<file path="src/rtl/spi_master_pkg.sv">
// spi_master_pkg: frame widths, R/W encoding, FSM states and frame packing
package spi_master_pkg;
    localparam int SPI_ADDR_W = 7;
    localparam int SPI_DATA_W = 8;
    localparam int SPI_FRAME_W = 16;
    localparam logic RW_READ = 1'b1;
    localparam logic RW_WRITE = 1'b0;
    typedef enum logic [2:0] {IDLE, LEAD, SHIFT, TAIL, GAP} state_t;
    function automatic logic [SPI_FRAME_W-1:0] mk_frame(
        input logic [SPI_ADDR_W-1:0] a, input logic r, input logic [SPI_DATA_W-1:0] d);
        return {a, r, r == RW_WRITE ? d : 8'h00};
    endfunction
endpackage

</file>
<file path="src/rtl/spi_master_if.sv">
// spi_master_if: host-side request/response bundle of the SPI initiator
interface spi_master_if;
    import spi_master_pkg::*;
    logic start;
    logic rw;
    logic [SPI_ADDR_W-1:0] addr;
    logic [SPI_DATA_W-1:0] wdata;
    logic busy;
    logic done;
    logic [SPI_DATA_W-1:0] rdata;
    modport master(output start, rw, addr, wdata, input busy, done, rdata);
    modport slave(input start, rw, addr, wdata, output busy, done, rdata);
endinterface

</file>
<file path="src/rtl/spi_phase_timer.sv">
// spi_phase_timer: CLK_DIV-cycle down-counter ticking phase_end on each phase's last cycle
module spi_phase_timer #(
    parameter int CLK_DIV = 8
) (
    input  logic clk,
    input  logic reset,
    input  logic restart,
    output logic phase_end
);
    localparam int W = CLK_DIV > 1 ? $clog2(CLK_DIV) : 1;
    logic [W-1:0] cnt;
    always_ff @(posedge clk or negedge reset)
        if (!reset) cnt <= '0;
        else cnt <= (restart || cnt == '0) ? W'(CLK_DIV - 1) : cnt - 1'b1;
    assign phase_end = !restart && cnt == '0;
endmodule

</file>
<file path="src/rtl/spi_master.sv">
// spi_master: single-byte SPI read/write initiator (CPOL=0, MSB first, 16-bit frame)
module spi_master
    import spi_master_pkg::*;
#(
    parameter int CLK_DIV = 8,
    parameter int GAP_HALVES = 2
) (
    input  logic clk,
    input  logic reset,
    spi_master_if.slave bus,
    output logic cs_pin,
    output logic sclk_pin,
    output logic mosi_pin,
    input  logic miso_pin
);
    state_t state, state_n;
    logic pe, accept, last_ph, shift_en, sample_en;
    logic [4:0] ph, ph_d;
    logic [SPI_FRAME_W-1:0] shreg, shreg_d;
    logic [SPI_DATA_W-1:0] cap, cap_d, rdata_d;
    logic rw_q, cs_d, sclk_d, busy_d, done_d;

    spi_phase_timer #(.CLK_DIV(CLK_DIV)) u_timer (
        .clk(clk), .reset(reset), .restart(state == IDLE), .phase_end(pe)
    );

    assign accept = state == IDLE && bus.start;
    assign last_ph = pe && ph == (state == SHIFT ? 5'd31 : 5'(GAP_HALVES - 1));
    assign mosi_pin = shreg[SPI_FRAME_W-1];

    always_ff @(posedge clk or negedge reset)
        if (!reset) begin
            state <= IDLE;
            ph <= '0;
            shreg <= '0;
            cap <= '0;
            rw_q <= 1'b0;
            cs_pin <= 1'b1;
            sclk_pin <= 1'b0;
            bus.busy <= 1'b0;
            bus.done <= 1'b0;
            bus.rdata <= '0;
        end else begin
            state <= state_n;
            ph <= ph_d;
            shreg <= shreg_d;
            cap <= cap_d;
            rw_q <= accept ? bus.rw : rw_q;
            cs_pin <= cs_d;
            sclk_pin <= sclk_d;
            bus.busy <= busy_d;
            bus.done <= done_d;
            bus.rdata <= rdata_d;
        end

    always_comb begin
        state_n = state;
        case (state)
            IDLE:    state_n = bus.start ? LEAD : IDLE;
            LEAD:    state_n = pe ? SHIFT : LEAD;
            SHIFT:   state_n = last_ph ? TAIL : SHIFT;
            TAIL:    state_n = pe ? GAP : TAIL;
            GAP:     state_n = last_ph ? IDLE : GAP;
            default: state_n = IDLE;
        endcase
    end

    // even SHIFT phases are SCLK-high; data moves on at the end of each high phase
    always_comb begin
        shift_en = state == SHIFT && pe && !ph[0];
        sample_en = shift_en && ph[4];
        ph_d = state_n != state ? 5'd0 : pe ? ph + 5'd1 : ph;
        shreg_d = accept ? mk_frame(bus.addr, bus.rw, bus.wdata) : shift_en ? shreg << 1 : shreg;
        cap_d = sample_en ? {cap[SPI_DATA_W-2:0], miso_pin} : cap;
        cs_d = accept ? 1'b0 : (state == TAIL && pe) ? 1'b1 : cs_pin;
        sclk_d = state_n == SHIFT && (state == LEAD || (pe ? ph[0] : sclk_pin));
        done_d = state == TAIL && pe;
        busy_d = accept || (bus.busy && !(state == GAP && last_ph));
        rdata_d = (done_d && rw_q == RW_READ) ? cap : bus.rdata;
    end
endmodule

</file>
<file path="src/flat_wrapper.sv">
// flat-port wrapper written by rule: the top's interface ports become plain ports
module spi_master_flat import spi_master_pkg::*;
#(
    parameter int CLK_DIV = 8,
    parameter int GAP_HALVES = 2
)
  (clk, reset, cs_pin, sclk_pin, mosi_pin, miso_pin, bus_start, bus_rw, bus_addr, bus_wdata, bus_busy, bus_done, bus_rdata);
  spi_master_if bus_i ();
  input  logic clk;
  input  logic reset;
  output logic cs_pin;
  output logic sclk_pin;
  output logic mosi_pin;
  input  logic miso_pin;
  input wire logic [$bits(bus_i.start)-1:0] bus_start;
  input wire logic [$bits(bus_i.rw)-1:0] bus_rw;
  input wire logic [$bits(bus_i.addr)-1:0] bus_addr;
  input wire logic [$bits(bus_i.wdata)-1:0] bus_wdata;
  output wire logic [$bits(bus_i.busy)-1:0] bus_busy;
  output wire logic [$bits(bus_i.done)-1:0] bus_done;
  output wire logic [$bits(bus_i.rdata)-1:0] bus_rdata;
  assign bus_i.start = bus_start;
  assign bus_i.rw = bus_rw;
  assign bus_i.addr = bus_addr;
  assign bus_i.wdata = bus_wdata;
  assign bus_busy = bus_i.busy;
  assign bus_done = bus_i.done;
  assign bus_rdata = bus_i.rdata;
  spi_master #(.CLK_DIV(CLK_DIV), .GAP_HALVES(GAP_HALVES)) u_core (.clk(clk), .reset(reset), .bus(bus_i), .cs_pin(cs_pin), .sclk_pin(sclk_pin), .mosi_pin(mosi_pin), .miso_pin(miso_pin));
endmodule
</file>
<file path="config.mk">
export PLATFORM = sky130hd
export DESIGN_NAME = spi_master_flat
export DESIGN_NICKNAME = d
export VERILOG_FILES = /design/src/rtl/spi_master_pkg.sv /design/src/rtl/spi_master_if.sv /design/src/rtl/spi_phase_timer.sv /design/src/rtl/spi_master.sv /design/src/flat_wrapper.sv
export SDC_FILE = /design/constraint.sdc
export NUM_CORES = 1
export LEC_CHECK = 0
export ABC_AREA = 1
export CORE_MARGIN = 5
export CORE_UTILIZATION = 53
export CTS_CLUSTER_SIZE = 8
export DETAILED_ROUTE_END_ITERATION = 8
export GPL_TIMING_DRIVEN = 0
export MAX_ROUTING_LAYER = met4
export PLACE_DENSITY = 0.79
export SETUP_SLACK_MARGIN = 0.05
export SLEW_MARGIN = 20
export SYNTH_ARGS = -nofsm -noshare
export SYNTH_HDL_FRONTEND = slang
export SYNTH_SLANG_ARGS = --single-unit
</file>
<file path="constraint.sdc">
create_clock -name clk -period 1.9 [get_ports clk]
set_input_delay 0.57 -clock clk [delete_from_list [all_inputs] [get_ports clk]]
set_output_delay 0.57 -clock clk [all_outputs]
set_load 0.005 [all_outputs]
</file>
==> impl_summary.txt <==
----------------------------------------------------
[Flow run]
  Max Cap Violations ... 0

[Routing]
  Length of the first detailed-routing pass in iterations ... 4
  Mean routed wirelength per cell ... 12.5 µm
  Via count ... 1655
  Final routed wirelength across all metal layers ... 4070 µm
  Met2 WL post-DR ... 2010 µm
  Wire length on met3 ... 197 µm
  1st-iter DRT viols ... 64
  Max Used Layer ... met4
  # DRC ... 0
  Post-DR vias/cell ... 5.08
  Post-detailed-route count of antenna-violating nets ... 0
  M1 wire length ... 1790 µm

[GRT]
  Initial antenna violation count ... 0
  Total GRT Usage ... 17.7%
  Largest net degree at the start of global routing ... 33
  Overall overflow remaining after global route ... 0
  Vias in the first global route ... 1634
  Global-route wire length before repair ... 7090 µm

[Finish]
  Layout Utilization ... 67.4%
  Fill cell total of the finished layout ... 340
  Final Net Count ... 298
  Signed area change from the synthesized netlist to the final layout ... 23.8%
  Number of inserted diodes ... 0
  Fraction of layout instances using a drive strength above 1 ... 13.4%

[Floorplan]
  Width of the die ... 73.9 µm
  Initial Utilization ... 54.4%
  Number of primary I/O pins ... 33
  Core Footprint ... 0.00397 mm²
  Vertical extent of the die ... 73.9 µm
  Row cnt ... 23
  Die area ... 0.00545 mm²

[Worst setup path]
  Gate family responsible for the most delay along the worst path ... buffers and inverters
  Startpoint kind of the worst setup timing path ... flip-flop
  Sequence of cells on the critical path ... clkdlybuf4s50_1
  Slowest cell on crit path ... sky130_fd_sc_hd__clkdlybuf4s50_1
  Critical path start-end classification ... reg -> out
  Endpoint required time on the critical path ... 1.33 ns
  Number of cell instances on the worst register-to-register path ... 13
  Stage delay of the slowest cell on the critical path ... 0.51 ns
  Data arrival time of the worst path ... 1.19 ns
  Capture instance of the worst register-to-register path ... u_core.ph[3]
  Buffers & Inverters on Critical Path ... 1
  Setup slack, reg-to-reg ... 0.23 ns
  Endpoint kind of the worst setup timing path ... output port
  Worst-path fanout max ... 2
  Worst flop-to-flop path startpoint ... u_core.u_timer.cnt[0]

[Timing]
  RSZ-0062 raised after global routing ... false
  Final worst path period need ... 1.76 ns
  Accumulated negative setup slack ... 0 ns
  Final Setup Violations ... 0
  Final setup slack of the worst path ... 0.145 ns
  Slew headroom ... 72.1%
  Top achievable clock speed ... 0.570 GHz
  Layout Skew ... 0.00573 ns
  Final Hold Vio Count ... 0
  Worst Max-Slew Pin Slew ... 0.418 ns
  Period Utilization, post-route ... 92.4%
  Number of slew-limit violations in the final report ... 0

[Clock network]
  Root Driver ... sky130_fd_sc_hd__clkbuf_8
  Number of clock sinks ... 48
  Deepest level of the CTS H-tree ... 2
  Cells resized by post-CTS repair ... 1
  Clock tree from TritonCTS ... built
  Number of hold buffers added after CTS ... 0
  Later-pin clock latency in the skew report ... 0.30 ns
  Clock transition at path regs ... 0.09 ns
  Post-CTS setup buffers ... 0
  Number of buffers added by the clock tree synthesis step ... 5
  Max Root-Sink Buffers ... 2

[Synthesis]
  Register area share after synthesis ... 55.6%
  Library cell with the largest summed area after synthesis ... sky130_fd_sc_hd__dfrtp_1
  Prevailing post-synth register cell ... sky130_fd_sc_hd__dfrtp_1
  Ys Warns ... 0
  Post-Synthesis Mean Instance Area ... 9.19 µm²
  Share of flip-flops with an asynchronous set or reset after synthesis ... 100%
  Number of enable flip-flop cells after synthesis ... 0
  Netlist area before placement ... 0.00216 mm²
  Net count after synthesis ... 258
  Flip-flop and latch count after synthesis ... 48
  Yosys top cell area share ... 54.4%
  Largest cells by area after synthesis ... sky130_fd_sc_hd__dfrtp_1 54%, sky130_fd_sc_hd__nand2_1 9.0%, sky130_fd_sc_hd__inv_1 5.2%
  Library cells used by synthesis ... 31
  Number of standard cells after synthesis ... 235

[Placement]
  Detailed-placement wirelength estimate ... 3100 µm
  GPL Wtd Cong ... 0.833
  IO Port Bufs ... 32
  Place WS ... 0.00531 ns

[Min path]
  Class of the worst hold path ... in -> async

[Power and ir drop]
  Leakage power of the design ... 1.20 nW
  Pwr/cell area ... 684 mW/mm²
  Maximum vdd ir drop ... 0.491 mV

[Outcome]
  Status ... complete, no violations

----------------------------------------------------
[metrics by stage]
step / hold slack, ns / total power [W] / instance area, µm² / cells
2_1_floorplan: 0.274 / 0.00104 / 2160 / 235
3_3_place_gp: 0.452 / 0.00110 / 2540 / 317
3_5_place_dp: 0.473 / 0.00111 / 2560 / 318
4_1_cts: 0.200 / 0.00186 / 2670 / 326
5_1_grt: 0.208 / 0.00191 / 2680 / 326
6_report: 0.187 / 0.00183 / 2680 / 326
[logic make-up (layout without fill, tap and decap cells)]
family / Yosys count / in the layout / synth area share (%)
buf+inv: 41 / 82 / 7.64
fa+ha+maj: 3 / 3 / 1.74
mux: 1 / 1 / 0.521
simple gates: 97 / 97 / 21.3
compound gates: 41 / 41 / 11.5
xor+xnor: 4 / 4 / 1.62
flops: 48 / 48 / 55.6
[per-layer routing]
metal | up-vias | GRT usage (%)
li1 | 833 | -
met1 | 777 | 21.2
met2 | 38 | 28.1
met3 | 7 | 4.51
met4 | 0 | 7.85
met5 | - | -
[worst max path at each step]
stage	from	endpoint	cells past startpoint
after floorplan	u_core.u_timer.cnt[0]	u_core.ph[4]	13
after global routing	u_core.u_timer.cnt[0]	u_core.ph[2]	13
final	u_core.bus.rdata[1]	bus_rdata[1]	1
after CTS	u_core.bus.rdata[1]	bus_rdata[1]	1
after global placement	reset	u_core.u_timer.cnt[1]	1
after detailed placement	bus_start	u_core.shreg[8]	6
[power by group]
group | switching (W) | internal, W
clock network | 0.000347 | 0.000396
registers | 0.000000221 | 0.00102
logic | 0.0000265 | 0.0000373
total | 0.000374 | 0.00146
[cells in the final DEF, fill, tap and decap left out, types with 2 or more instances in the layout]
cell type / instances
sky130_fd_sc_hd__nand2_2: 6
sky130_fd_sc_hd__nor2_1: 17
sky130_fd_sc_hd__nand2_1: 52
sky130_fd_sc_hd__o21ai_0: 11
sky130_fd_sc_hd__o21ai_1: 8
sky130_fd_sc_hd__buf_2: 5
sky130_fd_sc_hd__xnor2_1: 2
sky130_fd_sc_hd__o211ai_1: 2
sky130_fd_sc_hd__clkdlybuf4s50_1: 30
sky130_fd_sc_hd__ha_1: 3
sky130_fd_sc_hd__dfrtp_1: 47
sky130_fd_sc_hd__a21oi_1: 8
sky130_fd_sc_hd__o221ai_1: 9
sky130_fd_sc_hd__xor2_1: 2
sky130_fd_sc_hd__nor2_2: 5
sky130_fd_sc_hd__clkbuf_8: 5
sky130_fd_sc_hd__nand3_1: 11
sky130_fd_sc_hd__inv_4: 2
sky130_fd_sc_hd__inv_1: 30
sky130_fd_sc_hd__inv_2: 3
[flip-flops by register name (all words and copies together), names as in the netlist]
name                flops
u_core.bus.busy         1
u_core.bus.done         1
u_core.bus.rdata        8
u_core.cap              8
u_core.cs_pin           1
u_core.ph               5
u_core.rw_q             1
u_core.sclk_pin         1
u_core.shreg           16
u_core.state            3
u_core.u_timer.cnt      3
[area by class of cell]
class	count	area [µm²]	share of cell area (%)
plain buffers	5	27.5	1.03
clock buffers	5	68.8	2.57
clock inverters	3	46.3	1.73
inverters	36	140	5.24
multi-input cells	146	793	29.7
flip-flops and latches	48	1200	44.9
well taps	50	62.6	2.34
repair buffers	33	334	12.5
[Yosys cell counts (2+ instances only)]
cell,n
sky130_fd_sc_hd__a21oi_1,8
sky130_fd_sc_hd__buf_2,4
sky130_fd_sc_hd__dfrtp_1,47
sky130_fd_sc_hd__ha_1,3
sky130_fd_sc_hd__inv_1,30
sky130_fd_sc_hd__inv_2,4
sky130_fd_sc_hd__nand2_1,52
sky130_fd_sc_hd__nand2_2,6
sky130_fd_sc_hd__nand3_1,11
sky130_fd_sc_hd__nor2_1,17
sky130_fd_sc_hd__nor2_2,5
sky130_fd_sc_hd__o211ai_1,2
sky130_fd_sc_hd__o21ai_0,11
sky130_fd_sc_hd__o21ai_1,8
sky130_fd_sc_hd__o221ai_1,9
sky130_fd_sc_hd__xnor2_1,2
sky130_fd_sc_hd__xor2_1,2
No activity file was read; power rests on OpenSTA's default activity.
